[config.mk]
export PLATFORM = sky130hd
export DESIGN_NAME = tog_sync_tx
export DESIGN_NICKNAME = d
export VERILOG_FILES = /design/src/rtl/tog_sync_tx.sv
export SDC_FILE = /design/constraint.sdc
export NUM_CORES = 1
export LEC_CHECK = 0
export CORE_ASPECT_RATIO = 1.4
export CORE_MARGIN = 2
export CORE_UTILIZATION = 52
export CTS_CLUSTER_DIAMETER = 150
export DETAILED_ROUTE_END_ITERATION = 7
export MAX_ROUTING_LAYER = met4
export PLACE_DENSITY_LB_ADDON = 0.2
export SYNTH_ARGS = -nofsm -noshare
export SYNTH_HDL_FRONTEND = slang
export SYNTH_SLANG_ARGS = --single-unit
export TNS_END_PERCENT = 50
[constraint.sdc]
create_clock -name clkA -period 3.11 [get_ports clkA]
set_clock_uncertainty 0.2 [all_clocks]
set_input_delay 0.4665 -clock clkA [delete_from_list [all_inputs] [get_ports clkA]]
set_output_delay 0.4665 -clock clkA [all_outputs]
set_load 0.05 [all_outputs]
[src/rtl/tog_sync_tx.sv]
// Source-domain (clkA) transmitter of a toggle-handshake data synchronizer.
// Holds one word on data_out, flips req_tog per word, and retires the word when the synchronized ack_tog parity matches.
module tog_sync_tx #(
    parameter int N           = 8,
    parameter int SYNC_STAGES = 2,
    parameter int TO_W        = 8
) (
    input  logic         clkA,
    input  logic         rst,
    input  logic         enaA,
    input  logic [N-1:0] data_in,
    input  logic         valid_in,
    output logic         ready_out,
    output logic [N-1:0] data_out,
    output logic         req_tog,
    input  logic         ack_tog_in,
    output logic         busy,
    output logic         done_pulse,
    output logic         timeout_err,
    input  logic         clr_err
);

    typedef enum logic {
        IDLE = 1'b0,
        WAIT = 1'b1
    } state_e;

    localparam logic [TO_W-1:0] CNT_MAX = '1;

    state_e                 state_q, state_d;
    logic [N-1:0]           data_q, data_d;
    logic                   req_q, req_d;
    logic [TO_W-1:0]        cnt_q, cnt_d;
    logic                   done_q, done_d;
    logic                   err_q, err_d;
    logic [SYNC_STAGES-1:0] sync_q;
    logic                   ack_sync;

    // The ack synchronizer runs on every edge, even when enaA is low, so a
    // completion that arrived while disabled is visible on the first enabled edge.
    always_ff @(posedge clkA or posedge rst) begin
        if (rst) begin
            sync_q <= '0;
        end else begin
            sync_q <= {sync_q[SYNC_STAGES-2:0], ack_tog_in};
        end
    end

    assign ack_sync = sync_q[SYNC_STAGES-1];

    always_ff @(posedge clkA or posedge rst) begin
        if (rst) begin
            state_q <= IDLE;
            data_q  <= '0;
            req_q   <= 1'b0;
            cnt_q   <= '0;
            done_q  <= 1'b0;
            err_q   <= 1'b0;
        end else begin
            state_q <= state_d;
            data_q  <= data_d;
            req_q   <= req_d;
            cnt_q   <= cnt_d;
            done_q  <= done_d;
            err_q   <= err_d;
        end
    end

    always_comb begin
        state_d = state_q;
        data_d  = data_q;
        req_d   = req_q;
        cnt_d   = cnt_q;
        done_d  = 1'b0;
        err_d   = err_q;
        if (clr_err) begin
            err_d = 1'b0;
        end
        case (state_q)
            IDLE: begin
                // A stray ack toggle while idle is ignored; parity is only judged in WAIT.
                if (valid_in && enaA) begin
                    data_d  = data_in;
                    req_d   = ~req_q;
                    cnt_d   = '0;
                    state_d = WAIT;
                end
            end
            WAIT: begin
                if (enaA) begin
                    if (ack_sync == req_q) begin
                        state_d = IDLE;
                        done_d  = 1'b1;
                    end else begin
                        if (cnt_q != CNT_MAX) begin
                            cnt_d = cnt_q + 1'b1;
                        end
                        // Setting overrides a same-cycle clr_err; the transfer keeps waiting.
                        if (cnt_d == CNT_MAX) begin
                            err_d = 1'b1;
                        end
                    end
                end
            end
            default: begin
                state_d = IDLE;
            end
        endcase
    end

    assign ready_out   = (state_q == IDLE) && enaA;
    assign busy        = (state_q == WAIT);
    assign data_out    = data_q;
    assign req_tog     = req_q;
    assign done_pulse  = done_q;
    assign timeout_err = err_q;

endmodule

==> results.ini <==
[layout]
drive_above_1_share_pct = 7.692
final_nets = 160
finalNonFillerCells = 164
seq_area_sq_um = 550.5
n_antenna_cell = 0
fillCellCount = 158
area_growth_pct = 24.56
multiInputGateArea_sq_um = 528.0

[grt]
grt_start_max_net_pins = 23
grt_pass1_wl_um = 4071
track_usage_pct = 21.24
grt-ovfl-total = 0
grt_pass1_vias = 1022
grt_antenna_before_repair = 0

[clock_tree]
clk_latency_ps = 300
cts_resized = 0
clk_pin_slew_ps = 110
cts_max_level = 1
holdBufCountCts = 0
cts_tree = built
max-clock-path-buffers = 2
cts_sinks = 22
cts_setup_buffers = 0
cts_buffers = 3
cts_root_buffer = clkbuf_4

[floorplanning]
std_cell_rows = 19
core-area_sq_mm = 0.001997
start_util_pct = 56.39
die-area_sq_mm = 0.002559
die_w_um = 43.33
io_pins = 27
die_y_um = 59.06

[timing]
fin_crit_ps = 2736
period_share_pct = 87.96
fmax_ghz = 0.3656
rsz0062_at_grt = false
setup_violations = 0
finalSetupTns_ps = 0
maxSlewViolCount = 0
slew_headroom_pct = 47.17
max_slew.worst_pin.slew_ps = 791.5
hold_viol = 0

[yosys]
syn_area_sq_mm = 0.001126
ys_top_cells_by_area = dfrtp_1 (49%), nand2_1 (10%), mux2i_1 (2.7%)
seq_area_frac_synth_pct = 48.89
synth_top_area_share_pct = 48.89
synth.ff_latch_count = 22
yosys.area.top_type = dfrtp_1
postSynthCellCount = 120
synth_cell_type_count = 38
avgSynthCellArea_sq_um = 9.384
yosys_warnings = 0
synth_fp_nets = 135

[worst_setup_path]
slowest_delay_ps = 850
reg2reg_depth = 5
crit_chain = clkdlybuf4s50_1 -> nor2b_1 -> clkdlybuf4s50_1
cp_slowest_cell = clkdlybuf4s50_1
reg2reg_setup_slack_ps = 1020
arrival_ps = 2070
start_kind = primary input
crit_path_frequent_cell = clkdlybuf4s50_1
end_kind = primary output
path_class = in2out
crit_required_ps = 2440
r2r_end = timeout_err$_DFF_PP0_
path_max_fanout = 4
reg2reg_from = cnt_q[0]$_DFFE_PP0P_

[drt]
wl_per_cell_um = 14.37
drcViolationCount = 0
num_vias = 957
totalWireLength_um = 2356
antenna_left = 0
drt_iter0_drc = 19
first_pass_iters = 4
post_drt_via_cell_ratio = 5.835

[placed_design]
port_buffers = 26
hpwl_um = 1797
place_congestion = 0.9204
dp.cells = 161

[status]
status = completed

[job]
maxCapViolCount = 0

[pwr]
total_power_uw = 1236
p_per_area_mw_per_mm2 = 880.9
power_leakage_uw = 0.0006101
ir_drop_mv = 0.6610

[min_path]
whs_path_depth = 0
hp-start = sync_q[0]$_DFF_PP0_
whs_endpoint = sync_q[1]$_DFF_PP0_
min_path_type = reg2reg

cells in the final DEF (no fill, tap or decap), types with 2 or more instances in the layout:
| master | netlist | final |
|---|---|---|
| a211oi_1 | 2 | 2 |
| and3_1 | 2 | 2 |
| nand4_1 | 3 | 3 |
| nand3_1 | 2 | 2 |
| dfrtp_1 | 22 | 22 |
| mux2i_1 | 3 | 3 |
| nor4_1 | 2 | 2 |
| nor2b_1 | 2 | 2 |
| nor2_1 | 5 | 5 |
| nand2_1 | 31 | 31 |
| a31oi_1 | 4 | 4 |
| o211a_1 | 2 | 2 |
| a21oi_1 | 4 | 4 |
| a21o_1 | 2 | 2 |
| nor3_1 | 4 | 4 |
| and4_1 | 2 | 2 |
| inv_1 | 4 | 4 |
| clkbuf_4 | 0 | 3 |
| clkdlybuf4s50_1 | 0 | 26 |
worst max path at each step:
stage                               from                    to  slack [ps]
final                               enaA             ready_out         370
after global routing                enaA             ready_out         310
after CTS                           enaA             ready_out         370
after detailed placement            enaA             ready_out         370
after global placement              enaA             ready_out         460
after floorplan           busy$_DFF_PP0_  cnt_q[6]$_DFFE_PP0P_         770
Yosys cell counts (all sizes together):
| cell | count |
|---|---|
| nor3 | 4 |
| buf | 4 |
| nand4 | 3 |
| o2111ai | 1 |
| a21oi | 4 |
| ha | 1 |
| nand3 | 3 |
| nand2b | 2 |
| and2 | 1 |
| and4 | 2 |
| nand2 | 32 |
| a211oi | 2 |
| o32ai | 1 |
| o211ai | 1 |
| nor2 | 6 |
| nand4b | 1 |
| a311oi | 1 |
| nor2b | 2 |
| a31oi | 4 |
| o21ai | 1 |
| nor4 | 3 |
| dfrtp | 22 |
| or4 | 1 |
| mux2i | 3 |
| o211a | 2 |
| and3 | 3 |
| xnor2 | 2 |
| inv | 4 |
| a21o | 2 |
| clkbuf | 2 |
cells by family after synthesis:
| kind of cell | Yosys count | synth area share (%) |
|---|---|---|
| mux | 3 | 2.667 |
| xor+xnor | 2 | 2.223 |
| simple gates | 63 | 28.34 |
| compound gates | 19 | 12.56 |
| flops | 22 | 48.89 |
| buf+inv | 10 | 4.222 |
| fa+ha+maj | 1 | 1.111 |
routing by layer:
layer  vias to the layer above  GRT usage, %  part of all wire [%]
met4                         0         12.12                   3.4
met1                       445         24.70                    42
met5                         -             -                     0
li1                        471             -                     -
met2                        32         35.61                    51
met3                         9         1.829                   3.4
flip-flops by register name, summed over array words and instances, names as in the netlist:
signal	flops
busy	1
cnt_q	8
data_out	8
done_pulse	1
req_tog	1
sync_q	2
timeout_err	1
worst max-delay path: cells and delay by family:
family | cells | cell delay, ps
buffers and inverters | 2 | 1370
AND/OR/NAND/NOR | 1 | 230
stage by stage:
stage	area [sq um]	hold WS [ps]	utilization (%)	worst slack, ps
2_1_floorplan	1126	131.2	-	768.9
3_3_place_gp	1380	137.2	69.11	461.5
3_5_place_dp	1380	156.2	69.11	374.0
4_1_cts	1403	181.4	70.24	374.0
5_1_grt	1403	180.2	70.24	309.7
6_report	1403	177.9	70.24	374.4
power by group:
| group | internal, uW | switching (uW) | leakage, uW |
|---|---|---|---|
| sequential | 374 | 88.6 | 0.000281 |
| combinational | 225 | 424 | 0.000315 |
| clock | 45.2 | 78.5 | 0.0000138 |
| total | 645 | 591 | 0.000610 |
area by class of cell:
type | count | area share, %
multi-input combinational | 88 | 37.64
tap | 21 | 1.873
timing repair buffer | 26 | 18.55
sequential | 22 | 39.25
inverter | 4 | 1.070
clock buffer | 3 | 1.606
Power figures use the tool's default switching activity.
==> RTL edit: new RTL, same flow settings <==
Put one more register stage on the output `timeout_err`. The value now appears one clock later. The other outputs are not delayed to match.
--- a/src/rtl/tog_sync_tx.sv
+++ b/src/rtl/tog_sync_tx.sv
@@ -113,7 +113,9 @@
     assign data_out    = data_q;
     assign req_tog     = req_q;
     assign done_pulse  = done_q;
-    assign timeout_err = err_q;
+    always_ff @(posedge clkA) begin
+        timeout_err <= err_q;
+    end
 
 endmodule
 
Behaviour: no difference found for any inputs over 10 cycles, from zero or initial values and one cycle with rst high; that may be too few to reach the edited logic, so the function may still have changed.
==> RTL edit against the original RTL <==
Die area is 1.6% higher. Critical endpoint unchanged. Power is 2.7% higher. Critical path type unchanged. Sequential cell count is 1 higher. Cell area is 1.8% higher. First-iteration DRC count is 63% lower. Setup slack better by 0.036 ns. Wire length is 4.3% higher. Global-route usage is 0.25 points higher. Synthesized area is 1.8% higher.
==> RTL edit: results (changes against the original RTL) <==
status:
  status: "finished, final reports clean"  # unchanged
final_layout:
  antenna_cells: 0  # unchanged
  clk_share: 0.0184  # was 0.0161
  num-fill-cells: 183  # was 158
  n_sequential_cell: 23  # was 22
  drive_above_1_share: 0.0759  # was 0.0769
  fin_nets: 161  # was 160
  inverters: 4  # unchanged
  nClkBuffers: 4  # was 3
  bufAreaShareNonClock: 0.182  # was 0.186
  n_all_buffers: 26  # unchanged
  final_area_um2: 1430  # was 1400 µm²
  layout_commonest_cell: "nand2_1"  # unchanged
  seq_area_um2: 571  # was 551 µm²
cts:
  numCtsBuffers: 3  # unchanged
  clock_latency_ns: 0.31
  cts_resized: 0  # unchanged
  cts-root-buf: "clkbuf_4"  # unchanged
synth:
  synthTopCellsByArea: "dfrtp_1, nand2_1, mux2i_1"  # unchanged
  yosysUniqueCellTypes: 39  # was 38
  synth_fa_ha_area_frac: 0.0109  # was 0.0111
  synth_area_um2: 1150  # was 1130 µm²
  synthArstFlopShare: 0.957  # was 1.00
  synth_nets: 136  # was 135
  synthMuxAreaShare: 0.0262  # was 0.0267
  ys_seq_area_frac: 0.498  # was 0.489
  synth-xor-area-share: 0.0218  # was 0.0222
  synth_compound_area_frac: 0.123  # was 0.126
detailed_routing:
  wl_met2_mm: 1.24  # was 1.21 mm
  routedWlPerCell_um: 14.7  # was 14.4 µm
  wl_met1_mm: 1.08  # was 987 µm
  met3WireLength_um: 99  # was 80 µm
  vias: 992  # was 957
  drt_iter0_markers: 7  # was 19
sta:
  setup_viol: 0  # unchanged
  slew_headroom: 0.455  # was 0.472
critical_path:
  reg2reg_to: "err_q$_DFF_PP0_"  # was timeout_err$_DFF_PP0_
  worstRegToRegCells: 5  # unchanged
  worstPathMaxFanout: 4  # unchanged
  cp_slowest_cell: "clkdlybuf4s50_1"  # unchanged
  worst-r2r-setup-slack_ns: 1.00  # was 1.02 ns
  crit_arrival_ns: 2.03  # was 2.07 ns
place:
  place_congestion: 0.926  # was 0.920
  hpwl_mm: 1.79  # was 1.80 mm
grt:
  grt_pass1_vias: 954  # was 1022
  use_met3: 0.0213  # was 0.0183
  grt_max_degree: 23  # unchanged
  gr-usage-met2: 0.363  # was 0.356
  grt_antenna_before_repair: 0  # unchanged
  track_usage: 0.215  # was 0.212
  use_met1: 0.251  # was 0.247
pwr:
  power.leakage_uw: 0.000619  # was 0.000610 µW
  ir_worst_vdd_uv: 525  # was 661 µV
hold_path:
  hold_class: "flop to flop"  # unchanged
## RTL edit: stage by stage
| step | worst slack, ns | instances | hold WS [ns] |
|---|---|---|---|
| floorplan | 0.769 | 121 | 0.131 |
| global placement | 0.459 | 163 | 0.139 |
| detailed placement | 0.407 | 163 | 0.147 |
| CTS | 0.403 | 167 | 0.176 |
| global route | 0.345 | 167 | 0.180 |
| finish | 0.411 | 167 | 0.173 |
## RTL edit: worst max path at each step
stage              startpoint                   end  slack [ns]  cells after the start
2_1_floorplan  busy$_DFF_PP0_  cnt_q[6]$_DFFE_PP0P_        0.77                      4
3_3_place_gp             enaA             ready_out        0.46                      3
3_5_place_dp             enaA             ready_out        0.41                      3
4_1_cts                  enaA             ready_out        0.40                      3
5_1_grt                  enaA             ready_out        0.34                      3
6_report                 enaA             ready_out        0.41                      3
## RTL edit: power by group
group	internal, µW	switching [µW]	leakage [µW]
logic	225	428	0.000315
clock network	50.1	86.8	0.0000150
registers	387	91.3	0.000290
